`config.mk`:
```
export PLATFORM = sky130hd
export DESIGN_NAME = twiddle_rotator144
export DESIGN_NICKNAME = d
export VERILOG_FILES = /design/src/rtl/fft144_pkg.sv /design/src/rtl/cmult_rnd.sv /design/src/rtl/twiddle_rotator144.sv
export SDC_FILE = /design/constraint.sdc
export NUM_CORES = 2
export LEC_CHECK = 0
export BUFFER_PORTS_ARGS = -buffer_cell sky130_fd_sc_hd__buf_2
export CORE_MARGIN = 2
export CORE_UTILIZATION = 55
export DETAILED_ROUTE_END_ITERATION = 12
export PLACE_DENSITY_LB_ADDON = 0.25
export SYNTH_ARGS = -nofsm -noshare
export SYNTH_HDL_FRONTEND = slang
export SYNTH_SLANG_ARGS = --single-unit
```
`constraint.sdc`:
```
create_clock -name clk -period 16.45 [get_ports clk]
set_clock_uncertainty 0.1 [all_clocks]
set_input_delay 0.8225 -clock clk [delete_from_list [all_inputs] [get_ports clk]]
set_output_delay 0.8225 -clock clk [all_outputs]
set_load 0.01 [all_outputs]
```
`src/rtl/fft144_pkg.sv`:
```
// Shared constants and types for the 144-point (12x12) FFT datapath.
//
// Contents:
//   N, N1, N2     transform size and its row/column factors
//   ADDR_W        twiddle ROM address width
//   TW_FRAC       fractional bits of the twiddle factors (unity = 1 << TW_FRAC)
//   RND           rounding constant added before the TW_FRAC-bit right shift
//   idx_state_t   column/row/address-accumulator state of the index sequencer
package fft144_pkg;

  localparam int N       = 144;
  localparam int N1      = 12;   // number of rows
  localparam int N2      = 12;   // number of columns
  localparam int ADDR_W  = 11;
  localparam int TW_FRAC = 10;
  localparam int RND     = 1 << (TW_FRAC - 1);

  localparam int COL_W = $clog2(N2);
  localparam int ROW_W = $clog2(N1);
  // r*c never exceeds (N1-1)*(N2-1) = 121, so log2(N) bits are plenty.
  localparam int ACC_W = $clog2(N);

  localparam logic [COL_W-1:0] COL_LAST = COL_W'(N2 - 1);
  localparam logic [ROW_W-1:0] ROW_LAST = ROW_W'(N1 - 1);

  typedef struct packed {
    logic [COL_W-1:0] c;    // column index
    logic [ROW_W-1:0] r;    // row index
    logic [ACC_W-1:0] acc;  // running r*c for the current sample
  } idx_state_t;

endpackage

```
`src/rtl/cmult_rnd.sv`:
```
// Two-stage registered complex multiplier with round-half-up and saturation.
//
// Ports:
//   clk_i, rst_ni          clock, asynchronous active-low reset
//   vld_i, tag_i           input valid and a sideband bit carried with it
//   a_re_i, a_im_i         data operand, WIDTH-bit signed
//   b_re_i, b_im_i         twiddle operand, TW_W-bit signed, TW_FRAC fraction bits
//   vld_o, tag_o           valid/sideband, two cycles after vld_i/tag_i
//   y_re_o, y_im_o         (a*b + RND) >>> TW_FRAC, saturated to WIDTH bits;
//                          hold their last value while vld_o is low
//
// Stage 1 registers the full-precision sums, stage 2 the rounded result.
module cmult_rnd
  import fft144_pkg::*;
#(
  parameter int WIDTH = 16,
  parameter int TW_W  = 18
) (
  input  logic                    clk_i,
  input  logic                    rst_ni,
  input  logic                    vld_i,
  input  logic                    tag_i,
  input  logic signed [WIDTH-1:0] a_re_i,
  input  logic signed [WIDTH-1:0] a_im_i,
  input  logic signed [TW_W-1:0]  b_re_i,
  input  logic signed [TW_W-1:0]  b_im_i,
  output logic                    vld_o,
  output logic                    tag_o,
  output logic signed [WIDTH-1:0] y_re_o,
  output logic signed [WIDTH-1:0] y_im_o
);

  localparam int PW  = WIDTH + TW_W;     // one product
  localparam int SW  = PW + 1;           // sum of two products
  localparam int SHW = SW - TW_FRAC;     // after dropping the fraction
  localparam logic signed [SW-1:0] RND_C = SW'(RND);

  logic signed [PW-1:0] a_re_x, a_im_x, b_re_x, b_im_x;
  logic signed [PW-1:0] p_rr, p_ii, p_ri, p_ir;
  logic signed [SW-1:0] sum_re_d, sum_im_d, sum_re_q, sum_im_q;
  logic signed [SW-1:0] rnd_re, rnd_im;
  logic                 s2_vld_q, s2_tag_q;
  logic                 vld_q, tag_q;
  logic signed [WIDTH-1:0] y_re_d, y_im_d, y_re_q, y_im_q;

  // Sign-extend to the product width so the multiply is exact.
  assign a_re_x = PW'(a_re_i);
  assign a_im_x = PW'(a_im_i);
  assign b_re_x = PW'(b_re_i);
  assign b_im_x = PW'(b_im_i);

  assign p_rr = a_re_x * b_re_x;
  assign p_ii = a_im_x * b_im_x;
  assign p_ri = a_re_x * b_im_x;
  assign p_ir = a_im_x * b_re_x;

  assign sum_re_d = SW'(p_rr) - SW'(p_ii);
  assign sum_im_d = SW'(p_ri) + SW'(p_ir);

  // Upper bits beyond WIDTH must all equal the sign bit, otherwise clip.
  function automatic logic [WIDTH-1:0] sat(input logic [SHW-1:0] x);
    logic [SHW-WIDTH:0] top;
    top = x[SHW-1:WIDTH-1];
    if ((&top) || !(|top)) begin
      sat = x[WIDTH-1:0];
    end else if (x[SHW-1]) begin
      sat = {1'b1, {(WIDTH-1){1'b0}}};
    end else begin
      sat = {1'b0, {(WIDTH-1){1'b1}}};
    end
  endfunction

  // Taking the upper slice of (sum + RND) is the arithmetic shift right.
  assign rnd_re = sum_re_q + RND_C;
  assign rnd_im = sum_im_q + RND_C;
  assign y_re_d = sat(rnd_re[SW-1:TW_FRAC]);
  assign y_im_d = sat(rnd_im[SW-1:TW_FRAC]);

  always_ff @(posedge clk_i or negedge rst_ni) begin
    if (!rst_ni) begin
      s2_vld_q <= 1'b0;
      s2_tag_q <= 1'b0;
      sum_re_q <= '0;
      sum_im_q <= '0;
      vld_q    <= 1'b0;
      tag_q    <= 1'b0;
      y_re_q   <= '0;
      y_im_q   <= '0;
    end else begin
      s2_vld_q <= vld_i;
      s2_tag_q <= vld_i & tag_i;
      if (vld_i) begin
        sum_re_q <= sum_re_d;
        sum_im_q <= sum_im_d;
      end
      vld_q <= s2_vld_q;
      tag_q <= s2_vld_q & s2_tag_q;
      if (s2_vld_q) begin
        y_re_q <= y_re_d;
        y_im_q <= y_im_d;
      end
    end
  end

  assign vld_o  = vld_q;
  assign tag_o  = tag_q;
  assign y_re_o = y_re_q;
  assign y_im_o = y_im_q;

endmodule

```
`src/rtl/twiddle_rotator144.sv`:
```
// Inter-stage twiddle rotation for a 144-point FFT built as 12x12.
// Sample i = 12*r + c is multiplied by W(r*c) fetched from an external
// registered twiddle ROM.
//
// Ports:
//   clk, rst_n             clock, asynchronous active-low reset
//   di_en, di_re, di_im    input sample and its valid
//   frm_clr                synchronous frame restart (sample index -> 0)
//   tw_addr                ROM address for the sample presented this cycle
//   tw_re, tw_im           ROM data, one cycle after tw_addr
//   do_en, do_re, do_im    rotated sample and its valid (3 cycles after di_en)
//   do_sof                 marks the output of frame index 0
//
// Flow control: di_en and do_en are valid-only strobes with no ready; a
// sample is consumed on every rising edge where di_en is high, and any
// number of idle cycles may separate samples. do_re/do_im hold while do_en
// is low.
module twiddle_rotator144
  import fft144_pkg::*;
#(
  parameter int WIDTH = 16,
  parameter int TW_W  = 18
) (
  input  logic                    clk,
  input  logic                    rst_n,
  input  logic                    di_en,
  input  logic signed [WIDTH-1:0] di_re,
  input  logic signed [WIDTH-1:0] di_im,
  input  logic                    frm_clr,
  output logic [ADDR_W-1:0]       tw_addr,
  input  logic signed [TW_W-1:0]  tw_re,
  input  logic signed [TW_W-1:0]  tw_im,
  output logic                    do_en,
  output logic signed [WIDTH-1:0] do_re,
  output logic signed [WIDTH-1:0] do_im,
  output logic                    do_sof
);

  idx_state_t idx_d, idx_q;
  logic       sof_t0;

  logic                    s1_en_q, s1_sof_q;
  logic signed [WIDTH-1:0] s1_re_q, s1_im_q;

  // Index sequencer. The accumulator adds r per column so it equals r*c
  // without a multiplier; it restarts when the column wraps.
  always_comb begin
    idx_d = idx_q;
    if (frm_clr) begin
      idx_d = '0;
      // A sample arriving with frm_clr is index 0, so the next one is 1.
      if (di_en) idx_d.c = COL_W'(1);
    end else if (di_en) begin
      if (idx_q.c == COL_LAST) begin
        idx_d.c   = '0;
        idx_d.acc = '0;
        idx_d.r   = (idx_q.r == ROW_LAST) ? '0 : idx_q.r + ROW_W'(1);
      end else begin
        idx_d.c   = idx_q.c + COL_W'(1);
        idx_d.acc = idx_q.acc + ACC_W'(idx_q.r);
      end
    end
  end

  always_ff @(posedge clk or negedge rst_n) begin
    if (!rst_n) idx_q <= '0;
    else        idx_q <= idx_d;
  end

  // frm_clr forces the current sample to index 0 in the same cycle.
  assign tw_addr = frm_clr ? '0 : ADDR_W'(idx_q.acc);
  assign sof_t0  = frm_clr | ((idx_q.c == '0) && (idx_q.r == '0));

  // Align data with the registered ROM output.
  always_ff @(posedge clk or negedge rst_n) begin
    if (!rst_n) begin
      s1_en_q  <= 1'b0;
      s1_sof_q <= 1'b0;
      s1_re_q  <= '0;
      s1_im_q  <= '0;
    end else begin
      s1_en_q  <= di_en;
      s1_sof_q <= di_en & sof_t0;
      if (di_en) begin
        s1_re_q <= di_re;
        s1_im_q <= di_im;
      end
    end
  end

  cmult_rnd #(
    .WIDTH (WIDTH),
    .TW_W  (TW_W)
  ) u_cmult (
    .clk_i  (clk),
    .rst_ni (rst_n),
    .vld_i  (s1_en_q),
    .tag_i  (s1_sof_q),
    .a_re_i (s1_re_q),
    .a_im_i (s1_im_q),
    .b_re_i (tw_re),
    .b_im_i (tw_im),
    .vld_o  (do_en),
    .tag_o  (do_sof),
    .y_re_o (do_re),
    .y_im_o (do_im)
  );

endmodule

```
==> impl_metrics.json <==
{
  "drtAntennaViolNets": 0,
  "hp-class": "in2async",
  "worstSetupPathType": "reg2reg",
  "netlist_area_um2": 50200,
  "dp.final_hpwl_mm": 94.4,
  "fin_area_um2": 52200,
  "synthCells": 5265,
  "synth.area.top_cells": "fa_1, inv_1, ha_1",
  "dr_total_vias": 34200,
  "grt_max_degree": 88,
  "grt_overflow": 0,
  "crit_required_ns": 16.73,
  "layout-drive-gt1-share": 0.0530,
  "clk_pin_slew_ns": 0.07,
  "setup_violations": 0,
  "synth_edf_count": 0,
  "cts-resized-gates": 0,
  "drt_iter0_markers": 1956,
  "cts-root-buf": "clkbuf_16",
  "run_status": "finished clean",
  "ys.flop_type": "dfrtp_1",
  "start_util": 0.557,
  "crit_fanout": 20,
  "die_width_um": 306,
  "dieArea_um2": 93700,
  "startpoint_type": "flop",
  "setup_slack_ns": 7.87,
  "drv_cap": 0,
  "clockBufferDepth": 2,
  "dr.pass1.iters": 6,
  "rows": 110,
  "core_area_um2": 90100,
  "gp_congestion": 0.861,
  "yosysWarnings": 0,
  "ys_seq_area_frac": 0.0688,
  "post-cts-setup-buffers": 0,
  "routed_wirelength_mm": 122,
  "pin_count": 117,
  "wl_per_cell_um": 19.2,
  "finalCritPeriodShare": 0.522,
  "placed_area_um2": 51600,
  "syn_avg_cell_area_um2": 9.53,
  "clock_sinks": 138,
  "tightest_slew_ns": 0.959,
  "die_h_um": 306,
  "hold_buffers": 0,
  "cts_tree": "built",
  "hold_slack_ns": 0.352,
  "diodes": 0,
  "yosys.area.top_type_share": 0.516,
  "drc": 0,
  "final.setup.tns_ns": 0,
  "grt_antenna_before_repair": 3,
  "cp-end-kind": "flop",
  "fmax_ghz": 0.116,
  "fill_cells": 7929,
  "arrival_ns": 8.86,
  "syn_to_final_growth_pct": 4.13,
  "final_net_count": 6882,
  "slew_headroom": 0.361,
  "fin_crit_ns": 8.58,
  "track_usage": 0.288,
  "via_per_inst": 5.35,
  "worstSkewPairLatency_ns": 0.50,
  "slew_violations": 0,
  "dp_slack_ns": 7.56,
  "synth.largest_area_cell": "fa_1",
  "grt_pass1_vias": 38600,
  "synth_cell_types": 70,
  "numPortBuffers": 113,
  "finalHoldViolations": 0,
  "rsz0062_at_grt": "false",
  "grt_pass1_wl_mm": 208,
  "htreeDepth": 4,
  "synth.ff_latch_count": 138,
  "async_reset_ff_frac": 1.00,
  "numCtsBuffers": 17
}
## cell families after synthesis
kind of cell	synth area share
flops	0.0688
mux	0.0140
xor+xnor	0.0209
other cells	0.0000747
fa+ha+maj	0.597
buf+inv	0.125
simple gates	0.143
compound gates	0.0310
## worst max-delay path, stage by stage (launching register included)
cell and delay (ns):
dfrtp_1 0.81, buf_4 0.40, nand2_1 0.12, fa_1 0.56, inv_1 0.05, fa_1 0.47
inv_1 0.05, fa_1 0.46, fa_1 0.55, inv_1 0.05, fa_1 0.51, fa_1 0.55
inv_1 0.05, fa_1 0.45, fa_1 0.49, inv_1 0.04, ha_1 0.21, or3_1 0.37
a2111oi_0 0.41, a21oi_1 0.28, o31ai_1 0.52, o31a_1 0.35, a211oi_1 0.14, o21a_1 0.20
o221a_2 0.29
## sequential cells by signal (all words and copies together), names as in the netlist
signal	count
u_cmult.sum_im_q	26
u_cmult.sum_re_q	26
idx_q	16
s1_im_q	16
s1_re_q	16
u_cmult.y_im_o	16
u_cmult.y_re_o	16
s1_en_q	1
s1_sof_q	1
u_cmult.s2_tag_q	1
u_cmult.s2_vld_q	1
u_cmult.tag_o	1
u_cmult.vld_o	1
## through the flow
| step | utilization | cells |
|---|---|---|
| CTS | 0.580 | 6382 |
| global route | 0.580 | 6382 |
| floorplan | - | 5267 |
| detailed placement | 0.573 | 6350 |
| finish | 0.580 | 6382 |
| global placement | 0.573 | 6350 |
## routing by layer
metal,vias up,wire [um],track usage
li1,14900,-,-
met1,18000,47400,0.365
met2,1052,61400,0.497
met3,248,5860,0.0261
met4,4,7590,0.147
met5,-,25,0
## final timing paths
| path | start | to | slack (ns) | cells after the start |
|---|---|---|---|---|
| worst min-delay path | rst_n | u_cmult.sum_re_q[9] | 0.35 | 1 |
| worst max-delay path | s1_re_q[2] | u_cmult.sum_im_q[33] | 7.87 | 24 |
| worst max register to register | s1_re_q[2] | u_cmult.sum_im_q[33] | 7.87 | 24 |
| worst min register to register | s1_sof_q | u_cmult.s2_tag_q | 0.35 | 1 |
| min in group clk | s1_sof_q | u_cmult.s2_tag_q | 0.35 | 1 |
| max in group asynchronous | rst_n | u_cmult.sum_re_q[26] | 14.59 | 2 |
## cells in the final DEF (no fill, tap or decap), drive strengths merged, types with 5 or more instances in the layout
| cell type | count |
|---|---|
| or3 | 5 |
| nor2b | 18 |
| o21bai | 8 |
| nand2 | 579 |
| nand3 | 32 |
| xor2 | 41 |
| a31oi | 9 |
| o21ai | 33 |
| xnor2 | 79 |
| nor4 | 5 |
| fa | 1293 |
| inv | 1415 |
| nor3 | 20 |
| nand4 | 18 |
| nand2b | 31 |
| dfrtp | 138 |
| a21o | 23 |
| o22a | 15 |
| mux2i | 6 |
| and2 | 564 |
| and3 | 18 |
| ha | 324 |
| a21oi | 56 |
| o31ai | 11 |
| o21a | 11 |
| a211oi | 19 |
| buf | 169 |
| clkbuf | 17 |
| nor2 | 130 |
| mux2 | 57 |
## area by class of cell
type,count,area (um^2),area share
clock inverter,15,170,0.00326
clock buffer,17,425,0.00814
sequential,138,3460,0.0662
tap,1176,1470,0.0282
timing repair buffer,169,992,0.0190
inverter,1405,5270,0.101
multi-input combinational,3462,40500,0.774
## synth_stat cells, types with 3 or more instances
| cell | instances |
|---|---|
| a211oi_1 | 19 |
| nor3_1 | 20 |
| buf_2 | 3 |
| dfrtp_1 | 138 |
| o31ai_1 | 11 |
| o2111ai_1 | 3 |
| a22o_1 | 4 |
| a21o_1 | 23 |
| xor2_1 | 41 |
| o211ai_1 | 3 |
| nor2b_1 | 18 |
| or3_1 | 5 |
| and3_1 | 18 |
| nand4_1 | 17 |
| and2_1 | 564 |
| mux2_2 | 57 |
| clkbuf_1 | 247 |
| xnor2_1 | 79 |
| o21bai_1 | 8 |
| o22a_1 | 15 |
| o21a_1 | 11 |
| a31oi_1 | 9 |
| nor4_1 | 3 |
| buf_1 | 9 |
| o21ai_0 | 32 |
| nand2_1 | 579 |
| mux2i_1 | 6 |
| nand3_1 | 32 |
| or2_2 | 4 |
| ha_1 | 324 |
| inv_1 | 1405 |
| a21oi_1 | 56 |
| nand2b_1 | 31 |
| fa_1 | 1293 |
| buf_4 | 3 |
| nor2_1 | 130 |
| a211o_1 | 4 |
Power is left out: the tool's default activity adds up to more than one toggle a clock period on the data nets, which glitch-free logic cannot reach.
